`src/rtl/div_issue_queue.sv`:
```
// rtl/div_issue_queue.sv - issue queue for divide instructions between dispatch and the divider
//
// Purpose
//   Holds up to DEPTH waiting divides in a collapsing queue (entry 0 is the
//   oldest), wakes their source operands from CDB broadcasts, discards entries
//   younger than a mispredicted branch, and issues the oldest ready entry
//   whenever the divider can accept one.
//
// Optional feature
//   DIV_IQ_BYPASS_EN : when defined, a source matching the current CDB
//   broadcast counts as ready for eligibility in the same cycle (the register
//   file must then be write-through). When undefined, a wakeup makes an entry
//   eligible from the next cycle on.
//
// Parameters
//   DEPTH  number of queue entries (2..8)
//   TAG_W  ROB tag width
//   PHY_W  physical register address width
//
// Ports
//   Clk, Resetb                          clock, asynchronous active-low reset
//   Dis_DivIssue, Dis_RobTag,
//   Dis_Rs/RtPhyAddr, Dis_Rs/RtReady,
//   Dis_RdPhyAddr, Dis_RdWrite           dispatch write port
//   Iq_DivFull                           all entries valid, dispatch must hold
//   Cdb_Valid, Cdb_RdPhyAddr,
//   Cdb_RdWrite                          CDB broadcast used for wakeup
//   Cdb_Flush, Rob_TopPtr, Cdb_RobDepth  mispredict flush by age
//   Div_ExeRdy                           divider can take a divide this cycle
//   Iss_Div, Iss_RobTag, Iss_Rs/RtPhyAddr,
//   Iss_RdPhyAddr, Iss_RdWrite           issue port (zero when Iss_Div=0)

module div_issue_queue #(
  parameter int DEPTH = 4,
  parameter int TAG_W = 5,
  parameter int PHY_W = 6
) (
  input  logic             Clk,
  input  logic             Resetb,
  input  logic             Dis_DivIssue,
  input  logic [TAG_W-1:0] Dis_RobTag,
  input  logic [PHY_W-1:0] Dis_RsPhyAddr,
  input  logic             Dis_RsReady,
  input  logic [PHY_W-1:0] Dis_RtPhyAddr,
  input  logic             Dis_RtReady,
  input  logic [PHY_W-1:0] Dis_RdPhyAddr,
  input  logic             Dis_RdWrite,
  output logic             Iq_DivFull,
  input  logic             Cdb_Valid,
  input  logic [PHY_W-1:0] Cdb_RdPhyAddr,
  input  logic             Cdb_RdWrite,
  input  logic             Cdb_Flush,
  input  logic [TAG_W-1:0] Rob_TopPtr,
  input  logic [TAG_W-1:0] Cdb_RobDepth,
  input  logic             Div_ExeRdy,
  output logic             Iss_Div,
  output logic [TAG_W-1:0] Iss_RobTag,
  output logic [PHY_W-1:0] Iss_RsPhyAddr,
  output logic [PHY_W-1:0] Iss_RtPhyAddr,
  output logic [PHY_W-1:0] Iss_RdPhyAddr,
  output logic             Iss_RdWrite
);

  typedef struct packed {
    logic [TAG_W-1:0] tag;
    logic [PHY_W-1:0] rs;
    logic             rs_rdy;
    logic [PHY_W-1:0] rt;
    logic             rt_rdy;
    logic [PHY_W-1:0] rd;
    logic             rd_write;
  } entry_t;

  logic [DEPTH-1:0] valid_q, valid_d;
  entry_t           ent_q [DEPTH];
  entry_t           ent_d [DEPTH];

  // Per-entry status derived from the registers and this cycle's inputs.
  logic [TAG_W-1:0] age      [DEPTH];
  entry_t           woken    [DEPTH];
  logic [DEPTH-1:0] flushed;
  logic [DEPTH-1:0] rs_hit;
  logic [DEPTH-1:0] rt_hit;
  logic [DEPTH-1:0] elig;
  logic [DEPTH-1:0] sel_oh;
  logic [DEPTH-1:0] keep;

  logic   cdb_wake;
  logic   iss_go;
  logic   dis_accept;
  entry_t dis_ent;

  assign cdb_wake = Cdb_Valid & Cdb_RdWrite;

  // The queue collapses on every removal, so it is full exactly when the
  // top slot holds a valid entry.
  assign Iq_DivFull = valid_q[DEPTH-1];

  // Age, flush, wakeup and eligibility for every stored entry.
  always_comb begin
    for (int i = 0; i < DEPTH; i++) begin
      // Modulo-2**TAG_W subtraction handles ROB tag wrap around the head.
      age[i]     = ent_q[i].tag - Rob_TopPtr;
      flushed[i] = valid_q[i] & Cdb_Flush & (age[i] > Cdb_RobDepth);
      rs_hit[i]  = cdb_wake & (ent_q[i].rs == Cdb_RdPhyAddr);
      rt_hit[i]  = cdb_wake & (ent_q[i].rt == Cdb_RdPhyAddr);

      woken[i]        = ent_q[i];
      woken[i].rs_rdy = ent_q[i].rs_rdy | rs_hit[i];
      woken[i].rt_rdy = ent_q[i].rt_rdy | rt_hit[i];

`ifdef DIV_IQ_BYPASS_EN
      elig[i] = valid_q[i] & woken[i].rs_rdy & woken[i].rt_rdy & ~flushed[i];
`else
      elig[i] = valid_q[i] & ent_q[i].rs_rdy & ent_q[i].rt_rdy & ~flushed[i];
`endif
    end
  end

  // Oldest-first select: lowest eligible index wins.
  always_comb begin
    logic found;
    found  = 1'b0;
    sel_oh = '0;
    for (int i = 0; i < DEPTH; i++) begin
      if (elig[i] && !found) begin
        sel_oh[i] = 1'b1;
        found     = 1'b1;
      end
    end
  end

  assign iss_go = Div_ExeRdy & (|elig);

  // Issue port: one-hot OR mux of the selected entry, all zero when idle.
  always_comb begin
    Iss_Div       = iss_go;
    Iss_RobTag    = '0;
    Iss_RsPhyAddr = '0;
    Iss_RtPhyAddr = '0;
    Iss_RdPhyAddr = '0;
    Iss_RdWrite   = 1'b0;
    for (int i = 0; i < DEPTH; i++) begin
      if (iss_go && sel_oh[i]) begin
        Iss_RobTag    = Iss_RobTag    | ent_q[i].tag;
        Iss_RsPhyAddr = Iss_RsPhyAddr | ent_q[i].rs;
        Iss_RtPhyAddr = Iss_RtPhyAddr | ent_q[i].rt;
        Iss_RdPhyAddr = Iss_RdPhyAddr | ent_q[i].rd;
        Iss_RdWrite   = Iss_RdWrite   | ent_q[i].rd_write;
      end
    end
  end

  // An entry survives the edge unless it is flushed or issued now.
  always_comb begin
    for (int i = 0; i < DEPTH; i++) begin
      keep[i] = valid_q[i] & ~flushed[i] & ~(iss_go & sel_oh[i]);
    end
  end

  // Incoming entry also sees a same-cycle broadcast so its wakeup is not lost.
  always_comb begin
    dis_ent.tag      = Dis_RobTag;
    dis_ent.rs       = Dis_RsPhyAddr;
    dis_ent.rs_rdy   = Dis_RsReady | (cdb_wake & (Dis_RsPhyAddr == Cdb_RdPhyAddr));
    dis_ent.rt       = Dis_RtPhyAddr;
    dis_ent.rt_rdy   = Dis_RtReady | (cdb_wake & (Dis_RtPhyAddr == Cdb_RdPhyAddr));
    dis_ent.rd       = Dis_RdPhyAddr;
    dis_ent.rd_write = Dis_RdWrite;
  end

  // Fullness is judged on the registered state, so a dispatch in a cycle
  // that also issues from a full queue is still dropped.
  assign dis_accept = Dis_DivIssue & ~Iq_DivFull & ~Cdb_Flush;

  // Compaction: the k-th surviving entry moves to slot k, then a dispatched
  // entry lands directly above the survivors, preserving age order.
  always_comb begin
    int cnt;
    cnt = 0;
    for (int j = 0; j < DEPTH; j++) begin
      valid_d[j] = 1'b0;
      ent_d[j]   = '0;
    end
    for (int i = 0; i < DEPTH; i++) begin
      if (keep[i]) begin
        for (int j = 0; j < DEPTH; j++) begin
          if (cnt == j) begin
            valid_d[j] = 1'b1;
            ent_d[j]   = woken[i];
          end
        end
        cnt = cnt + 1;
      end
    end
    if (dis_accept) begin
      for (int j = 0; j < DEPTH; j++) begin
        if (cnt == j) begin
          valid_d[j] = 1'b1;
          ent_d[j]   = dis_ent;
        end
      end
    end
  end

  always_ff @(posedge Clk or negedge Resetb) begin
    if (!Resetb) begin
      valid_q <= '0;
      for (int i = 0; i < DEPTH; i++) begin
        ent_q[i] <= '0;
      end
    end else begin
      valid_q <= valid_d;
      for (int i = 0; i < DEPTH; i++) begin
        ent_q[i] <= ent_d[i];
      end
    end
  end

endmodule

```
`config.mk`:
```
export PLATFORM = sky130hd
export DESIGN_NAME = div_issue_queue
export DESIGN_NICKNAME = d
export VERILOG_FILES = /design/src/rtl/div_issue_queue.sv
export SDC_FILE = /design/constraint.sdc
export NUM_CORES = 1
export LEC_CHECK = 0
export ABC_CLOCK_PERIOD_IN_PS = 13900
export BUFFER_PORTS_ARGS = -buffer_cell sky130_fd_sc_hd__buf_2
export CAP_MARGIN = 0
export CORE_UTILIZATION = 40
export CTS_CLUSTER_DIAMETER = 100
export DETAILED_ROUTE_END_ITERATION = 7
export PLACE_DENSITY_LB_ADDON = 0.25
export SLEW_MARGIN = 40
export SYNTH_ARGS = -nofsm -noshare
export SYNTH_HDL_FRONTEND = slang
export SYNTH_SLANG_ARGS = --single-unit
export TNS_END_PERCENT = 30
```
`constraint.sdc`:
```
create_clock -name Clk -period 13.9 [get_ports Clk]
set_input_delay 1.39 -clock Clk [delete_from_list [all_inputs] [get_ports Clk]]
set_output_delay 1.39 -clock Clk [all_outputs]
set_load 0.01 [all_outputs]
```
# == After elaboration in Yosys (flattened, before gate mapping) ==
# Cells that the tools add are included.
# totals
regBits,108
inputBits,49
out_inout_bits,26
elab_cells,230
# classes
eq_ne,22
bitwise,81
addsub,7
n_reduce_logical,15
n_mux,72
order_cmp,4
# op_table
cell,count
2-to-1 mux 26 bit,17
2-to-1 mux 104 bit,4
== test 32 x 3 -> 1 bit (second input constant),6
logical NOT 32 bit,4
== test 32 x 2 -> 1 bit (second input constant),3
2-to-1 mux 6 bit,12
adder 32 x 2 -> 32 bit (second input constant),2
2-to-1 mux 32 bit,2
== test 6 bit,10
bitwise OR 6 bit,9
bitwise AND 1 bit,46
2-to-1 mux 1 bit,28
> comparator 5 bit,4
2-to-1 mux 5 bit,4
subtractor 5 bit,4
2-to-1 mux 4 bit,4
bitwise OR 5 bit,3
bitwise OR 1 bit,13
NOT 1 bit,10
logical AND 1 bit,7
== test 1 x 2 -> 1 bit (second input constant),2
OR reduction 4 bit,1
logical NOT 1 bit,3
adder 1 x 1 -> 2 bit (second input constant),1
other kinds (2),2

# == Depth between registers and ports, before layout ==
# logic_depth
depth_word,22
mapped_depth,26
mapped_depth_nobuf,21

# == Worst setup path before layout ==
# OpenSTA, ideal clock, no wires.
# synth_path
kind,input port to flip-flop
startpoint,input Rob_TopPtr[1]
endpoint,register ent_q[3] in the netlist's numbering
path_stages,24
path_buffers,5
path_slack_ps,7981
arrival_time_ps,5792
setup_ps,126
required_ps,13774
cell_sequence,inv_1 > fa_1 > a21o_1 > a21oi_1 > xnor2_1 > ha_1 > o211a_1 > o31ai_2 > a31oi_4 > a221o_1 > inv_1 > buf_2 > ha_1 > and3_1 > and2_1 > buf_2 > inv_2 > buf_2 > buf_2 > ha_1 > nand2_1 > clkbuf_1 > and3_1 > a221o_1
# synth_lines
item,line_no,text
from (decl),53,"input logic [TAG_W-1:0] Rob_TopPtr,"
"to (signal, indexed assignment)",215,ent_q[i] <= ent_d[i];
to (decl),75,entry_t ent_q [DEPTH];

==> reports/results.tsv <==
stage	metric	value	unit
routing	wire_per_inst	22.8	um
synth	postSynthAreaPerCell	8.74	um2
setup_path	crit_path_start_kind	input port	
sta	slew_viol_final	0	
synth	yosysUniqueCellTypes	60	
layout	layout.nets	1112	
floorplanning	io_pins	75	
run	drv_cap	0	
placed_design	io_buffers	74	
sta	clock-skew-final	9.40	ps
cts	cts-resized-gates	0	
synth	yosys_warnings	0	
setup_path	rr_startpoint	ent_q[73]	
routing	wirelength	29400	um
setup_path	crit_chain	buf_2 -> inv_1 -> fa_1 -> a21o_1 -> a21oi_1 -> xnor2_1 -> ha_1 -> nand2_1 -> a211oi_2 -> o221a_2 -> a221o_1 -> inv_1 -> ha_1 -> and3_1 -> and2_1 -> inv_2 -> ha_1 -> and2_1 -> buf_4 -> nor3_1 -> a221o_1	
global_routing	grt_pass1_wl	46900	um
synth	netlist_top_cells_count	nand2_1 (157), dfrtp_1 (108), nor2_1 (53)	
sta	fmax	149	MHz
floorplanning	design.core.area	21200	um2
sta	report.final.hold_viol_count	0	
min_path	min_path_cells	1	
routing	vias	8140	
setup_path	worst-setup-path-type	in -> reg	
cts	cts_root_buf	clkbuf_16	
setup_path	reg2reg_to	ent_q[21]	
floorplanning	die_h	149	um
synth	synth_fp_nets	1091	
routing	drtIter0Drc	863	
synth	synth_area_leaders	dfrtp_1 (31%), nand2_1 (6.8%), ha_1 (6.5%)	
synth	synth_top_flop_cell	dfrtp_1	
setup_path	cp-endpoint	ent_q[21]	
global_routing	antenna_found_initial	0	
setup_path	crit_slowest_cell	inv_2	
placed_design	routabilityCongestion	0.901	
synth	ys_ff_latch	108	
setup_path	startpoint	Rob_TopPtr[1]	
cts	cts_made_buffers	9	
sta	finalSetupViolations	0	
cts	tritoncts	done	
synth	seq_area_frac_synth	31.2	%
layout	fillers	2057	
routing	drc_errors	0	
pwr	ir_drop	0.0931	mV
sta	fin_setup_tns	0	ps
sta	slew_headroom	49.9	%
sta	max_slew.worst_pin.slew	750	ps
routing	vias_per_cell	6.30	
layout	drive_above_1_share	15.7	%
setup_path	cp.required	14150	ps
status	status	completed	
cts	holdBufCountCts	0	
setup_path	cp_slowest_stage_delay	550	ps
synth	synth.largest_area_cell	dfrtp_1	
synth	yosysMostFrequentCell	nand2_1	
sta	period_share	48.4	%
sta	min_period	6720	ps
routing	first_pass_iters	7	
global_routing	grt.overflow.total	0	
pwr	pwr_density_cell	169	nW/um2
sta	rsz0062_at_grt	no	
sta	fin_hold_ws	600	ps
cts	clock_sinks	108	
cts	htree_levels	3	
setup_path	cp_max_fo	38	
cts	insertion_delay	370	ps
cts	clk_pin_slew_worst_paths	80	ps
setup_path	critPathCaptureType	register	
global_routing	grt_use_total	27.7	%
placed_design	dpl.hpwl	19600	um
global_routing	grt_pass1_vias	7876	
setup_path	ff2ff_path_depth	22	
global_routing	grt_start_max_net_pins	57	
floorplanning	start_util	41.0	%
synth	synth-async-reset-ratio	100	%
min_path	min_path_type	reg -> reg	
floorplanning	dieWidth	149	um
pwr	power.leakage	4.29	nW
floorplanning	fp-row-count	53	
synth	yosys.area.top_type_share	31.2	%
layout	diodes	0	
cts	post_cts_buffers	0	
layout	area_delta_synth_final	9.41	%
synth	mappedNetlistArea	8670	um2
layout	utilization	44.8	%
setup_path	reg2reg_slack	7810	ps
floorplanning	dieArea	22300	um2
setup_path	cp_common_cell	ha_1	
cts	clock_path_buffers	2	
synth	synth_edf_count	0	
pwr	finalPower	0.00160	W
synth	synth_cells	992	
routing	postRouteAntennaNets	0	
setup_path	cp.arrival	6970	ps
## registers in the layout, summed over array words and instances, names as in the netlist
signal,cells
valid_q,4
ent_q,104
## kinds of logic (layout without fill, tap and decap cells)
group / after synthesis / count (layout) / synth area share, %
and+or+nand+nor: 335 / 335 / 18.3
DFF: 108 / 108 / 31.2
muxes: 2 / 2 / 0.231
buffers and inverters: 115 / 140 / 6.38
xor gates and xnor gates: 76 / 76 / 7.68
adders and majority gates: 50 / 50 / 7.65
AOI/OAI and AO/OA: 306 / 306 / 28.6
## worst max-delay path, delay by kind of cell
kind / cells / cell delay (ps)
XOR/XNOR: 1 / 90
AND/OR/NAND/NOR: 5 / 990
adder cells (fa/ha/maj): 4 / 1490
buffers and inverters: 5 / 1500
AO/OA/AOI/OAI: 6 / 1490
## cells in the final DEF (no fill, tap or decap), drive strengths merged, types with 8 or more instances in the layout
cell / count
nand2: 157
dfrtp: 108
nand4: 18
nor3: 8
o211a: 25
o211ai: 37
a21o: 12
inv: 32
and4: 11
a221o: 41
xnor2: 42
and3: 29
o21ai: 33
xor2: 34
o2bb2ai: 25
nand3: 23
a31oi: 49
buf: 95
nor4: 10
clkbuf: 9
a21oi: 27
ha: 45
a222oi: 24
nor2: 67
## through the flow
stage	setup WS, ps	std cells	instance area, um2
floorplan	7980	992	8670
global placement	6700	1276	9150
detailed placement	6780	1277	9200
CTS	7160	1292	9470
global route	6810	1292	9480
finish	7180	1292	9480
## layer usage
metal  global-route usage (%)  up-vias  share of wire (%)
met4                     10.7        0                3.2
met3                     4.80       61                7.7
met5                        0        -                  0
met1                     37.1     3934                 42
met2                     44.2      381                 47
li1                         -     3764                  -
## report_power, final
part           total, W  leakage, nW  switching (W)  internal, W
Combinational  0.000856         2.70       0.000537     0.000319
Sequential     0.000491         1.47      0.0000972     0.000394
Clock          0.000256        0.125       0.000133     0.000123
## layout make-up
cell class | instances | area (um2) | share of cell area (%)
Multi-Input combinational cell | 769 | 5490 | 57.9
Tap cell | 275 | 344 | 3.63
Timing Repair Buffer | 95 | 558 | 5.89
Clock inverter | 6 | 48.8 | 0.515
Clock buffer | 9 | 225 | 2.38
Inverter | 30 | 113 | 1.19
Sequential cell | 108 | 2700 | 28.5
## worst min-delay path by stage
stage / slack, ps / startpoint / endpoint
6_report: 600 / ent_q[1] / ent_q[1]
5_1_grt: 610 / ent_q[4] / ent_q[4]
4_1_cts: 590 / ent_q[0] / ent_q[0]
3_5_place_dp: 580 / ent_q[4] / ent_q[4]
3_3_place_gp: 570 / ent_q[5] / ent_q[5]
2_1_floorplan: 530 / ent_q[0] / ent_q[0]
Note: power is estimated with default switching activity, not from simulation.
